===== src/rtl/i2s_eth_framer.sv =====
// i2s_eth_framer: wraps 8-bit AXI-Stream audio frames into Ethernet II frames
// (header + sequence number + payload, zero-padded to the minimum, no FCS).
// Oversized input frames are cut at MAX_PAYLOAD and the rest is discarded.
module i2s_eth_framer #(
   parameter logic [39:0] MAC_PREFIX  = 40'h02_00_00_00_00,
   parameter logic [15:0] ETHERTYPE   = 16'h88B5,
   parameter int          MIN_PAYLOAD = 46,
   parameter int          MAX_PAYLOAD = 1500
) (
   input  logic        clk,
   input  logic        rst,
   input  logic        enable,
   input  logic [3:0]  fpga_index,
   input  logic [3:0]  dst_fpga_index,
   input  logic [7:0]  s_axis_tdata,
   input  logic        s_axis_tvalid,
   input  logic        s_axis_tlast,
   output logic        s_axis_tready,
   output logic [7:0]  m_axis_tdata,
   output logic        m_axis_tvalid,
   output logic        m_axis_tlast,
   input  logic        m_axis_tready,
   output logic [15:0] frame_count,
   output logic        overflow
);

   typedef enum logic [2:0] {IDLE, HEADER, PAYLOAD, PAD, DROP} state_t;

   // Payload count includes the two sequence-number bytes.
   localparam logic [10:0] MIN_CNT = 11'(MIN_PAYLOAD);
   localparam logic [10:0] MAX_CNT = 11'(MAX_PAYLOAD);

   state_t      state, state_nxt;
   logic [3:0]  byte_idx, byte_idx_nxt;
   logic [10:0] pay_cnt, pay_cnt_nxt;
   logic [10:0] pay_cnt_inc;
   logic [3:0]  src_idx, dst_idx;
   logic [15:0] seq;
   logic [7:0]  hdr_byte;
   logic        start;
   logic        frame_done;

   assign pay_cnt_inc = pay_cnt + 11'd1;
   assign frame_done  = m_axis_tvalid && m_axis_tready && m_axis_tlast;

   // Header byte selected by byte_idx; only advances on a handshake, so it
   // stays stable while the MAC stalls.
   always_comb begin
      hdr_byte = 8'h00;
      case (byte_idx)
         4'd0, 4'd6:  hdr_byte = MAC_PREFIX[39:32];
         4'd1, 4'd7:  hdr_byte = MAC_PREFIX[31:24];
         4'd2, 4'd8:  hdr_byte = MAC_PREFIX[23:16];
         4'd3, 4'd9:  hdr_byte = MAC_PREFIX[15:8];
         4'd4, 4'd10: hdr_byte = MAC_PREFIX[7:0];
         4'd5:        hdr_byte = {4'h0, dst_idx};
         4'd11:       hdr_byte = {4'h0, src_idx};
         4'd12:       hdr_byte = ETHERTYPE[15:8];
         4'd13:       hdr_byte = ETHERTYPE[7:0];
         4'd14:       hdr_byte = seq[15:8];
         4'd15:       hdr_byte = seq[7:0];
      endcase
   end

   // Next-state logic and stream outputs for the framing FSM.
   always_comb begin
      state_nxt     = state;
      byte_idx_nxt  = byte_idx;
      pay_cnt_nxt   = pay_cnt;
      start         = 1'b0;
      overflow      = 1'b0;
      s_axis_tready = 1'b0;
      m_axis_tdata  = 8'h00;
      m_axis_tvalid = 1'b0;
      m_axis_tlast  = 1'b0;
      case (state)
         IDLE: begin
            if (enable && s_axis_tvalid) begin
               start        = 1'b1;
               byte_idx_nxt = 4'd0;
               pay_cnt_nxt  = 11'd0;
               state_nxt    = HEADER;
            end
         end
         HEADER: begin
            m_axis_tvalid = 1'b1;
            m_axis_tdata  = hdr_byte;
            if (m_axis_tready) begin
               byte_idx_nxt = byte_idx + 4'd1;
               if (byte_idx == 4'd15) begin
                  pay_cnt_nxt = 11'd2;
                  state_nxt   = PAYLOAD;
               end
            end
         end
         PAYLOAD: begin
            m_axis_tdata  = s_axis_tdata;
            m_axis_tvalid = s_axis_tvalid;
            s_axis_tready = m_axis_tready;
            if (s_axis_tlast) begin
               m_axis_tlast = (pay_cnt_inc >= MIN_CNT);
            end else if (pay_cnt_inc == MAX_CNT) begin
               m_axis_tlast = 1'b1;
            end
            if (s_axis_tvalid && m_axis_tready) begin
               pay_cnt_nxt = pay_cnt_inc;
               if (s_axis_tlast) begin
                  state_nxt = (pay_cnt_inc >= MIN_CNT) ? IDLE : PAD;
               end else if (pay_cnt_inc == MAX_CNT) begin
                  overflow  = 1'b1;
                  state_nxt = DROP;
               end
            end
         end
         PAD: begin
            m_axis_tvalid = 1'b1;
            m_axis_tlast  = (pay_cnt_inc == MIN_CNT);
            if (m_axis_tready) begin
               pay_cnt_nxt = pay_cnt_inc;
               if (pay_cnt_inc == MIN_CNT) state_nxt = IDLE;
            end
         end
         DROP: begin
            s_axis_tready = 1'b1;
            if (s_axis_tvalid && s_axis_tlast) state_nxt = IDLE;
         end
         default: state_nxt = IDLE;
      endcase
   end

   // Control state, sequence number and completed-frame counter.
   always_ff @(posedge clk) begin
      if (rst) begin
         state       <= IDLE;
         byte_idx    <= 4'd0;
         pay_cnt     <= 11'd0;
         seq         <= 16'd0;
         frame_count <= 16'd0;
      end else begin
         state    <= state_nxt;
         byte_idx <= byte_idx_nxt;
         pay_cnt  <= pay_cnt_nxt;
         if (frame_done) begin
            seq         <= seq + 16'd1;
            frame_count <= frame_count + 16'd1;
         end
      end
   end

   // Addresses are captured once per frame so index changes mid-frame are ignored.
   always_ff @(posedge clk) begin
      if (start) begin
         src_idx <= fpga_index;
         dst_idx <= dst_fpga_index;
      end
   end

endmodule


===== config.mk =====
export PLATFORM = sky130hd
export DESIGN_NAME = i2s_eth_framer
export DESIGN_NICKNAME = d
export VERILOG_FILES = /design/src/rtl/i2s_eth_framer.sv
export SDC_FILE = /design/constraint.sdc
export NUM_CORES = 1
export LEC_CHECK = 0
export BUFFER_PORTS_ARGS = -buffer_cell sky130_fd_sc_hd__buf_2
export CORE_MARGIN = 2
export CORE_UTILIZATION = 45
export CTS_CLUSTER_DIAMETER = 120
export DETAILED_ROUTE_END_ITERATION = 7
export PLACE_DENSITY_LB_ADDON = 0.15
export SLEW_MARGIN = 10
export SYNTH_ARGS = -nofsm -noshare
export SYNTH_HDL_FRONTEND = slang
export SYNTH_SLANG_ARGS = --single-unit

===== constraint.sdc =====
create_clock -name clk -period 3.7 [get_ports clk]
set_input_delay 0.37 -clock clk [delete_from_list [all_inputs] [get_ports clk]]
set_output_delay 0.37 -clock clk [all_outputs]
set_load 0.005 [all_outputs]

* Word-level counts from Yosys, hierarchy flattened
Cells that the tools add are included.
W data, S select, Z words.
** Operators by class
- Add/subtract/negate cells :: 4
- Order comparisons :: 1
- Equal/unequal tests :: 29
- Mux-type cells :: 32
- Reductions and logical operators :: 15
** Operators by type and width (count)
- $pmux W8 S8 :: 1
- $mux W11 :: 5
- $pmux W11 S4 :: 1
- $add A16 B1 Y16 const B :: 2
- $eq A4 B4 Y1 const B :: 8
- $mux W3 :: 9
- $eq A4 B3 Y1 const B :: 4
- $pmux W8 S2 :: 1
- $pmux W3 S5 :: 1
- $ne A2 B2 Y1 const B :: 7
- $add A11 B1 Y11 const B :: 1
- $eq A11 B11 Y1 const B :: 1
- $eq A11 B6 Y1 const B :: 1
- $ge A11 B6 Y1 const B :: 1
- $eq A4 B2 Y1 const B :: 2
- $mux W4 :: 2
- $pmux W4 S2 :: 1
- $reduce_and A8 Y1 :: 1
- $reduce_or A8 Y1 :: 1
- $mux W1 :: 7
- $eq A3 B2 Y1 const B :: 2
- $pmux W1 S2 :: 3
- $reduce_and A6 Y1 :: 1
- $logic_and A1 B1 Y1 :: 5
- other kinds (12) :: 13
** Word-level totals
- Register bits :: 58
- Bits of input ports :: 22
- Output and inout port bits :: 28
- Logic and storage cells :: 88

* Logic depth before layout (Yosys ltp)
Gate-level depths: netlist of the first run.
- Word-level depth :: 6
- Mapped depth :: 13
- Mapped depth without buffers :: 9

* Worst setup path after synthesis of the first run
No wires, ideal clock.
- Path kind :: register to output
- From :: register pay_cnt[0]
- To :: output m_axis_tlast
- Data arrival time :: 2539 ps
- Required time :: 3330 ps
- Path slack :: 791 ps
- Cell stages (with the launch flop) :: 11
- Path buffers :: 4
- Cells stage by stage :: dfxtp_1 > buf_2 > nand2_1 > nor4_1 > xor2_1 > or4_1 > a22o_1 > buf_6 > buf_6 > clkbuf_1 > nor3_1
** Between the ends
- Longest elaborated chain between the ends :: 5
- Elaborated cells on any way between the ends :: 7
- Classes of those cells :: 1 x add/sub; 1 x order compare; 2 x eq/ne; 3 x mux
** RTL lines
- start, declared :: line 35 : logic [10:0] pay_cnt, pay_cnt_nxt;
- start signal, assigned :: line 142 : pay_cnt <= pay_cnt_nxt;
- $add A11 B1 Y11 * :: line 43 : assign pay_cnt_inc = pay_cnt + 11'd1;
- parallel branches: the longest is 3 deep, another holds $ge A11 B6 Y1
- $pmux W1 S2 * :: line 76 : case (state)
- end, declared :: line 21 : output logic m_axis_tlast,
Mark *: on every way between the ends.

* Final worst setup path of the first run
- From :: register pay_cnt[1]
- To :: output m_axis_tlast
The elaborated chain is that of the path after synthesis.

==> impl_results.md, run 1 <==
* Hold Violations, Final at 0
* Hold Buf Count CTS at 0
* CP Data Arrival Time at 3.05 ns
* Ys flop type: dfxtp_1
* H-tree depth at 3
* Yosys warning total at 0
* CTS sink count at between 50 and 60
* Routed len/inst at ~15 um
* Post-synthesis async set-or-reset flop share at 0%
* Setup_tns at 0 ns
* Setup Viol. Count Final at 0
* Io pins at 50
* WS Path Type: flip-flop to primary output
* CP max FO at 19
* Tightest Pin Transition at roughly 1.0 ns
* Number of synthesized flops with an enable pin at 8
* ANT nets after route at 0
* Yosys reg bits at between 50 and 60
* Final wirelength at ~9000 um
* Initial antenna violation count at 0
* Detailed Routing Iterations Pass 1 at 4
* Synth Net Count at slightly below 500
* CP endpoint kind: primary output
* Status: finished clean
* Initial Util at approximately 47%
* Antenna cells at 0
* Core area at between 0.007 and 0.008 mm2
* Slew HR at 33.13%
* HP Class: input port to flip-flop
* Final critical-path required period at between 3 and 4 ns
* Die area at a little under 0.009 mm2
* CTS Root Cell: clkbuf_8
* Port bufs at 49
* CTS Buffer Depth at 2
* Synth cell types at 54
* Num CTS Buffers at 9
* Req. time, crit path at around 3.3 ns
* Number of max-cap violations at 0
* VDD IR-drop max at about 0.27 mV
* Routability cong. at roughly 0.91
* First-pass GRT wire length at 15,170 um
* Max Slew Vio Count at 0
* Final nets at between 500 and 600
* RSZ-0062 raised after global routing: false
* Layout Utilization at 53.56%
* Mapped cell area at roughly 0.0036 mm2
* Clk_lat worst skew at ~0.35 ns
* DIE WIDTH at 93.92 um
* Vias in the first global route at 3,229
* Syn avg cell area at about 7.9 um2
* Leakage power total at ~1.5 nW
* Final HPWL DP at approximately 6100 um
* Total track usage at about 21%
* Power per cell area at 460.6 mW/mm2
* Layout cells sized above 1 at 17.78%
* DRC Markers at 0
* CP Launch Type: flip-flop
* Core Rows at 32
* Filler Cell Count at 739
* Layout Skew at just over 0.01 ns
* Max Clock Freq at between 0.2 and 0.3 GHz
* Sequential-to-total area share from yosys stat at between 30% and 40%
* Post-Synthesis Cells at 458
* Tcrit/Tclk final at 92.39%
* Vias at roughly 3,500
* Largest net degree at the start of global routing at 57
* Total grt overflow at 0
* Layout area overhead at 14.34%
* Clock Pin Slew Worst Setup and Hold Paths at 0.07 ns
* Via density at between 5 and 6
* Die Y at around 94 um
* Initial DRC count at roughly 170
* CTS tree: done
## cells in the mapped netlist, types with 6 or more instances
library cell  count  area share, %
mux2_2            8            2.5
nor2_1           35            3.6
or4_1            25            5.2
a22o_1            6            1.4
clkbuf_1         26            2.7
nor3_1           13            1.8
edfxtp_1          8            6.6
a21oi_1          54            7.4
nand3_1          25            3.4
and3_1           11            1.9
ha_1              9            3.1
nand2_1          42            4.3
nand2b_1          8            1.4
nor2b_1          13            2.2
a211oi_1          6            1.2
nor4_1            7            1.2
o31ai_1          22            4.5
dfxtp_1          50             28
o21ai_0          15            2.1
## timing repair
| item | CTS | global route |
|---|---|---|
| endpoints found under the setup margin | 0 | 1 |
| resized for setup | 0 | 1 |
| setup buffers | 0 | 0 |
## state kept, by name, indices dropped and copies added (netlist names)
register,cells
byte_idx,4
dst_idx,4
frame_count,16
pay_cnt,11
seq,16
src_idx,4
state,3
## through the flow
step	setup WS (ns)	hold WS [ns]	power, mW	std cells	instance area [um2]
4_1_cts	0.1663	0.1769	1.929	597	4158
2_1_floorplan	0.7915	0.4607	1.061	458	3638
3_5_place_dp	0.3588	0.4813	1.202	581	3910
3_3_place_gp	0.4124	0.4685	1.200	581	3910
5_1_grt	0.08686	0.1808	2.028	597	4160
6_report	0.2817	0.1945	1.916	597	4160
## path summary, 6_finish.rpt
check,startpoint,cells past startpoint,slack (ns),to
worst max-delay path,pay_cnt[1],8,0.28,m_axis_tlast
worst min register to register,frame_count[11],2,0.49,frame_count[11]
worst min-delay path,fpga_index[3],1,0.19,src_idx[3]
worst max register to register,pay_cnt[1],9,0.41,seq[7]
## metal layers
metal / wire (um) / GRT usage [%] / vias up
met4: 130 / 8.092 / 0
met3: 560 / 5.217 / 15
met1: 4133 / 27.87 / 1631
met2: 4143 / 34.29 / 111
li1: - / - / 1780
met5: 0 / 0 / -
## worst max-delay path, cell delays in order (launching register included)
cell and delay [ns]:
dfxtp_1 0.34, ha_2 0.32, nand3_2 0.17, a211oi_2 0.22, o2bb2ai_1 0.14, or4_1 0.58
a22o_1 0.48, nor3_1 0.29, buf_2 0.15
## cell type report
type	count	area (um2)	share of cell area, %
tap	102	127.6	3.068
inverter	5	18.77	0.4511
timing repair buffer	58	325.3	7.820
multi-input combinational	358	2200	52.87
clock buffer	13	180.2	4.331
clock inverter	3	67.56	1.624
sequential	58	1241	29.83
## cell usage in the layout (no fill, tap or decap), types with 11 or more instances in the layout
cell type	synthesis	final
clkbuf_8	0	11
nand3_1	25	25
nor3_1	13	13
nand2_1	42	42
a21oi_1	54	54
o21ai_0	15	15
or4_1	25	25
nor2b_1	13	13
o31ai_1	22	22
dfxtp_1	50	50
nor2_1	35	35
and3_1	11	11
buf_2	4	49
## power breakdown
| part | internal (mW) | switching [mW] |
|---|---|---|
| sequential | 0.671 | 0.0413 |
| clock | 0.457 | 0.267 |
| combinational | 0.176 | 0.304 |
| total | 1.30 | 0.612 |
## cell families after synthesis
family / count (synthesis) / synth area share [%]
compound gates: 126 / 21.94
xor+xnor: 6 / 1.444
simple gates: 206 / 30.50
mux: 11 / 3.301
flops: 58 / 34.11
fa+ha+maj: 9 / 3.095
buf+inv: 42 / 5.605
Note: power is estimated with default switching activity, not from simulation.
==> run 2, diff against run 1 <==
Settings changed: CORE_ASPECT_RATIO from default to 0.9.
==> run 2 against run 1 <==
  * Routed wire length rose by 1.6%
  * Combinational power barely moved
  * Fmax fell by 3.8%
  * First-iteration DRC count rose by 9.5%
  * Sequential cell count did not move
  * Sequential power rose by 1%
  * Largest power group is now registers
  * Critical path depth did not move
  * Total power fell by 3.1%
  * Highest routed layer unchanged
  * Via count rose by 0.20%
  * Clock skew rose by 0.0055 ns
==> impl_results.md, run 2 (synthesized netlist as in run 1, its figures left out) <==
* Status: finished clean
* Initial DRC count at 185 (+9.5%)
* Most frequent cells in the layout: a21oi_1, dfxtp_1, buf_2
* Reg2reg setup slack at 0.33 ns (-0.08 ns)
* Hold Violations, Final at 0 (unchanged)
* H-tree depth at 3 (unchanged)
* Filler Cell Count at 756 (+2.3%)
* Layout Skew at 0.01582 ns (+0.005463 ns)
* CTS sink count at 58 (unchanged)
* Initial antenna violation count at 0 (unchanged)
* Tcrit/Tclk final at 96.00% (+3.6 points)
* CTS Buffer Depth at 2 (unchanged)
* Clk_lat worst skew at 0.35 ns (about the same)
* CP max FO at 17 (-2)
* Via density at 5.976 (+0.87%)
* Total grt overflow at 0 (unchanged)
* Routed len/inst at 15.36 um (+2.2%)
* CP Data Arrival Time at 3.18 ns (+0.13 ns)
* Final wirelength at 9108 um (+1.6%)
* Final HPWL DP at 6318 um (+3.5%)
* HP Class: input port to flip-flop
* Design area at 0.004138 mm2 (-0.54%)
* CTS Root Cell: clkbuf_8
* R2R depth at 9 (unchanged)
* FF-to-FF End: seq[7]
* First-pass GRT wire length at 15,080 um (-0.55%)
* Reg2reg start: pay_cnt[0]
* Final Total Pwr at 1.856 mW (-3.1%)
* Port bufs at 49 (unchanged)
* Die area at 0.008822 mm2 (about the same)
* Total track usage at 20.88% (-0.54 points)
* Slew HR at 47.45% (+14 points)
* Max Slew Vio Count at 0 (unchanged)
* Setup Viol. Count Final at 0 (unchanged)
* VDD IR-drop max at 0.2278 mV (-16%)
* Final nets at 522 (+0.19%)
* Hold_sp: fpga_index[0]
* Num CTS Buffers at 9 (unchanged)
* Vias at 3,544 (+0.20%)
* Largest net degree at the start of global routing at 40 (-30%)
* Number of max-cap violations at 0 (unchanged)
* Cell depth of the worst hold path at 1 (unchanged)
* Setup_tns at 0 ns (unchanged)
* Io pins at 50 (unchanged)
* Routability cong. at 0.8390 (-7.6%)
* WHS Endpoint: src_idx[0]
* Vias in the first global route at 3,081 (-4.6%)
* RSZ-0062 raised after global routing: false
* Core area at 0.007951 mm2 (+2.4%)
* Core Rows at 31 (-3.1%)
* CP Launch Type: flip-flop
* Antenna cells at 0 (unchanged)
* DIE WIDTH at 98.79 um (+5.2%)
* Dpl cell area at 0.003914 mm2 (about the same)
* Clock Pin Slew Worst Setup and Hold Paths at 0.08 ns (about the same)
* Max Clock Freq at 0.2815 GHz (-3.8%)
* Req. time, crit path at 3.33 ns (about the same)
* Tightest Pin Transition at 0.7759 ns (-0.2272 ns)
* DRC Markers at 0 (unchanged)
* Detailed Routing Iterations Pass 1 at 4 (unchanged)
* Final critical-path required period at 3.552 ns (+0.1337 ns)
* WS Path Type: flip-flop to primary output
* Layout cells sized above 1 at 18.02% (+0.24 points)
* Layout area overhead at 13.72%
* Most common cell after layout, fill and taps aside: a21oi_1
* CTS tree: done
* Die Y at 89.31 um (-4.9%)
* Power per cell area at 448.6 mW/mm2 (-2.6%)
* Top flop regs: frame_count (16), seq (16), pay_cnt (11)
* CP endpoint kind: primary output
* Leakage power total at 1.496 nW (-0.20%)
* ANT nets after route at 0 (unchanged)
* Initial Util at 45.76% (-1.1 points)
==> run 2: how the worst max path moves through the flow <==
stage | start | endpoint | cells past startpoint
floorplan | pay_cnt[0] | m_axis_tlast | 10
global placement | pay_cnt[0] | frame_count[13] | 9
detailed placement | pay_cnt[1] | seq[7] | 9
CTS | pay_cnt[1] | m_axis_tlast | 8
global route | pay_cnt[1] | m_axis_tlast | 10
finish | pay_cnt[0] | m_axis_tlast | 8
==> run 2: metal layers <==
metal  track usage (%)  vias to the layer above  routed length [um]
met2             33.23                       85                4180
met3             4.378                        9                 479
met5                 0                        -                   0
li1                  -                     1781                   -
met1             28.85                     1669                4356
met4             6.227                        0                  92
==> run 2: cell type report <==
type	count	area (um2)	share of cell area, %
clock inverter	1	30.03	0.7257
clock buffer	13	190.2	4.596
timing repair buffer	59	332.8	8.044
sequential	58	1241	30.00
tap	99	123.9	2.994
multi-input combinational	358	2201	53.19
inverter	5	18.77	0.4536
==> run 2: timing repair <==
item | 4_1_cts | 5_1_grt
hold endpoints to repair | 0 | 0
resized for setup | 0 | 2
setup buffers | 0 | 0
hold buffers | 0 | 0
setup endpoints to repair | 0 | 1
==> run 2: metrics by stage <==
| stage | hold slack (ns) | cells | worst slack [ns] | utilization, % |
|---|---|---|---|---|
| detailed placement | 0.4819 | 579 | 0.2634 | 49.22 |
| CTS | 0.1928 | 593 | 0.04019 | 51.99 |
| floorplan | 0.4607 | 458 | 0.7915 | - |
| global placement | 0.4727 | 579 | 0.3975 | 49.22 |
| finish | 0.1995 | 593 | 0.1480 | 52.04 |
| global route | 0.1914 | 593 | 0.02395 | 52.04 |
==> run 2: worst max-delay path: stages (launching register included) <==
cell     delay, ns
dfxtp_1       0.43
buf_4         0.20
nand2_1       0.14
nor4_1        0.43
xor2_1        0.17
or4_1         0.58
a22o_2        0.42
nor3_1        0.29
buf_2         0.17
==> run 2: report_power, final <==
group / internal (mW) / total (mW) / switching [mW]
clock: 0.400 / 0.657 / 0.257
combinational: 0.178 / 0.479 / 0.301
sequential: 0.671 / 0.720 / 0.0490
total: 1.25 / 1.86 / 0.607
==> run 3, diff against run 2 <==
Settings changed: PLACE_DENSITY_LB_ADDON 0.15 to 0.05.
==> run 3 against run 2 <==
  * First-iteration DRC count is 18% lower
  * Combinational power is 5.2% lower
  * Sequential cell count stayed put
  * Die area stayed put
  * Global-route usage is 0.19 points higher
  * Sequential power is 0.8% higher
  * Total power is 9.4% lower
  * Fmax is 2.1% higher
  * Final area is 2.2% lower
  * Worst hold slack better by 0.0013 ns
  * Routed wire length is 1.9% higher
  * Register-to-register slack worse by 0.10 ns
  * Critical path type unchanged
  * Largest power group unchanged
==> impl_results.md, run 3 (synthesized netlist as in run 1, its figures left out) <==
* Met2 Usage GRT at 34.03% (+0.80 points)
* Routed len/inst at 15.71 um (+2.3%)
* Number of max-cap violations at 0 (unchanged)
* Sw Ratio at 36.38% (+3.7 points)
* Final HPWL DP at 6212 um (-1.7%)
* Most frequent cells in the layout: a21oi_1, dfxtp_1, buf_2
* Comb pwr share at 27.0% (+1.2 points)
* CTS Buffer Depth at 2 (unchanged)
* Top flop regs: frame_count (16), seq (16), pay_cnt (11)
* Total track usage at 21.07% (+0.19 points)
* DRC Markers at 0 (unchanged)
* Die area at 0.008822 mm2 (unchanged)
* Total grt overflow at 0 (unchanged)
* Slew HR at 27.33% (-20 points)
* Filler Cell Count at 772 (+2.1%)
* VDD IR-drop max at 0.2053 mV (-9.9%)
* Tcrit/Tclk final at 94.03% (-2.0 points)
* Dpl cell area at 0.003890 mm2 (-0.61%)
* GR peak layer: met2
* Req. time, crit path at 3.33 ns (about the same)
* Reg2reg setup slack at 0.23 ns (-0.10 ns)
* Core Rows at 31 (unchanged)
* HP Class: input port to flip-flop
* Power per cell area at 415.6 mW/mm2 (-7.4%)
* Via density at 5.978 (about the same)
* Tightest Pin Transition at 1.081 ns (+0.3052 ns)
* Setup_tns at 0 ns (unchanged)
* Hold Violations, Final at 0 (unchanged)
* Initial DRC count at 151 (-18%)
* Max Slew Vio Count at 0 (unchanged)
* DIE WIDTH at 98.79 um (unchanged)
* Detailed Routing Iterations Pass 1 at 5 (+1)
* CTS sink count at 58 (unchanged)
* Setup Viol. Count Final at 0 (unchanged)
* Internal power at 1.070 mW (-14%)
* Cells after DPL at 575 (-0.69%)
* Initial antenna violation count at 0 (unchanged)
* Initial Util at 45.76% (unchanged)
* P_sw at 0.6118 mW (+0.73%)
* Layout cells sized above 1 at 16.87% (-1.1 points)
* CTS tree: done
* Most common cell after layout, fill and taps aside: a21oi_1
* Final nets at 518 (-0.77%)
* Num CTS Buffers at 9 (unchanged)
* Antenna cells at 0 (unchanged)
* Core area at 0.007951 mm2 (unchanged)
* Met3 usage at 5.317% (+0.94 points)
* CTS Root Cell: clkbuf_8
* CP Launch Type: flip-flop
* Layout Skew at 0.007190 ns (-0.008628 ns)
* Io pins at 50 (unchanged)
* Final Total Pwr at 1.682 mW (-9.4%)
* Final wirelength at 9284 um (+1.9%)
* Vias in the first global route at 2,994 (-2.8%)
* Largest net degree at the start of global routing at 57 (+43%)
* H-tree depth at 3 (unchanged)
* Die Y at 89.31 um (unchanged)
* Final Instance Count excl. Fillers at 591 (-0.34%)
* Design area at 0.004046 mm2 (-2.2%)
* Status: finished clean
* First-pass GRT wire length at 14,950 um (-0.87%)
* ANT nets after route at 0 (unchanged)
* Layout area overhead at 11.21%
* Leakage power total at 1.447 nW (-3.2%)
* Routability cong. at 0.8998 (+7.2%)
* Clock power frac at 29.8% (-5.6 points)
* Clk_lat worst skew at 0.34 ns (about the same)
* CP max FO at 12 (-5)
* CP Data Arrival Time at 3.11 ns (-0.07 ns)
* RSZ-0062 raised after global routing: false
* Vias at 3,533 (-0.31%)
* Final critical-path required period at 3.479 ns (-0.07306 ns)
* Clock Pin Slew Worst Setup and Hold Paths at 0.07 ns (about the same)
* Grt met1 use at 28.36% (-0.49 points)
* Sequential Power Share at 43.2% (+4.4 points)
* Max Clock Freq at 0.2874 GHz (+2.1%)
* Port bufs at 49 (unchanged)
* WS Path Type: flip-flop to primary output
* CP endpoint kind: primary output
## run 3: routing by layer
layer  vias up  wire length (um)
li1       1772                 -
met1      1655              4539
met2        96              4189
met3        10               432
met4         0               122
met5         -                 0
## run 3: stage by stage
step / hold slack (ns) / util [%] / setup WS, ns
after floorplan: 0.4607 / - / 0.7915
after global placement: 0.4709 / 48.92 / 0.3232
after detailed placement: 0.4837 / 48.92 / 0.1890
after CTS: 0.1881 / 50.86 / 0.1430
after global routing: 0.1792 / 50.89 / 0.03719
final: 0.2008 / 50.89 / 0.2210
## run 3: power by group through the flow
stage                     Clock (mW)  Combinational [mW]  Sequential [mW]
after floorplan                    0               0.361            0.700
after global placement             0               0.446            0.736
after detailed placement           0               0.449            0.739
after CTS                      0.511               0.453            0.724
after global routing           0.542               0.510            0.731
final                          0.501               0.454            0.726
## run 3: worst paths after layout
| path | depth (start not counted) | from | endpoint |
|---|---|---|---|
| setup / recovery | 8 | pay_cnt[1] | m_axis_tlast |
| hold / removal | 1 | dst_fpga_index[0] | dst_idx[0] |
| setup reg to reg | 9 | pay_cnt[1] | seq[5] |
| hold reg to reg | 2 | frame_count[5] | frame_count[5] |
## run 3: layout make-up
type | count | area (um2) | share of cell area, %
clock inverters | 4 | 18.77 | 0.4638
repair buffers | 55 | 302.8 | 7.483
flip-flops and latches | 58 | 1241 | 30.67
inverters | 5 | 18.77 | 0.4638
well taps | 99 | 123.9 | 3.061
clock buffers | 12 | 135.1 | 3.340
multi-input cells | 358 | 2206 | 54.51
## run 3: worst max-delay path, stage by stage (launching register included)
cell and delay, ns:
dfxtp_1 0.54, ha_2 0.39, nand3_2 0.17, a211oi_2 0.24, o2bb2ai_1 0.13, or4_1 0.57
a22o_1 0.32, nor3_1 0.24, buf_2 0.16
## run 3: repair_timing
action	in CTS	in global routing
setup endpoints to repair	0	18
hold buffers	0	0
setup buffers	0	0
gates resized for setup	0	1
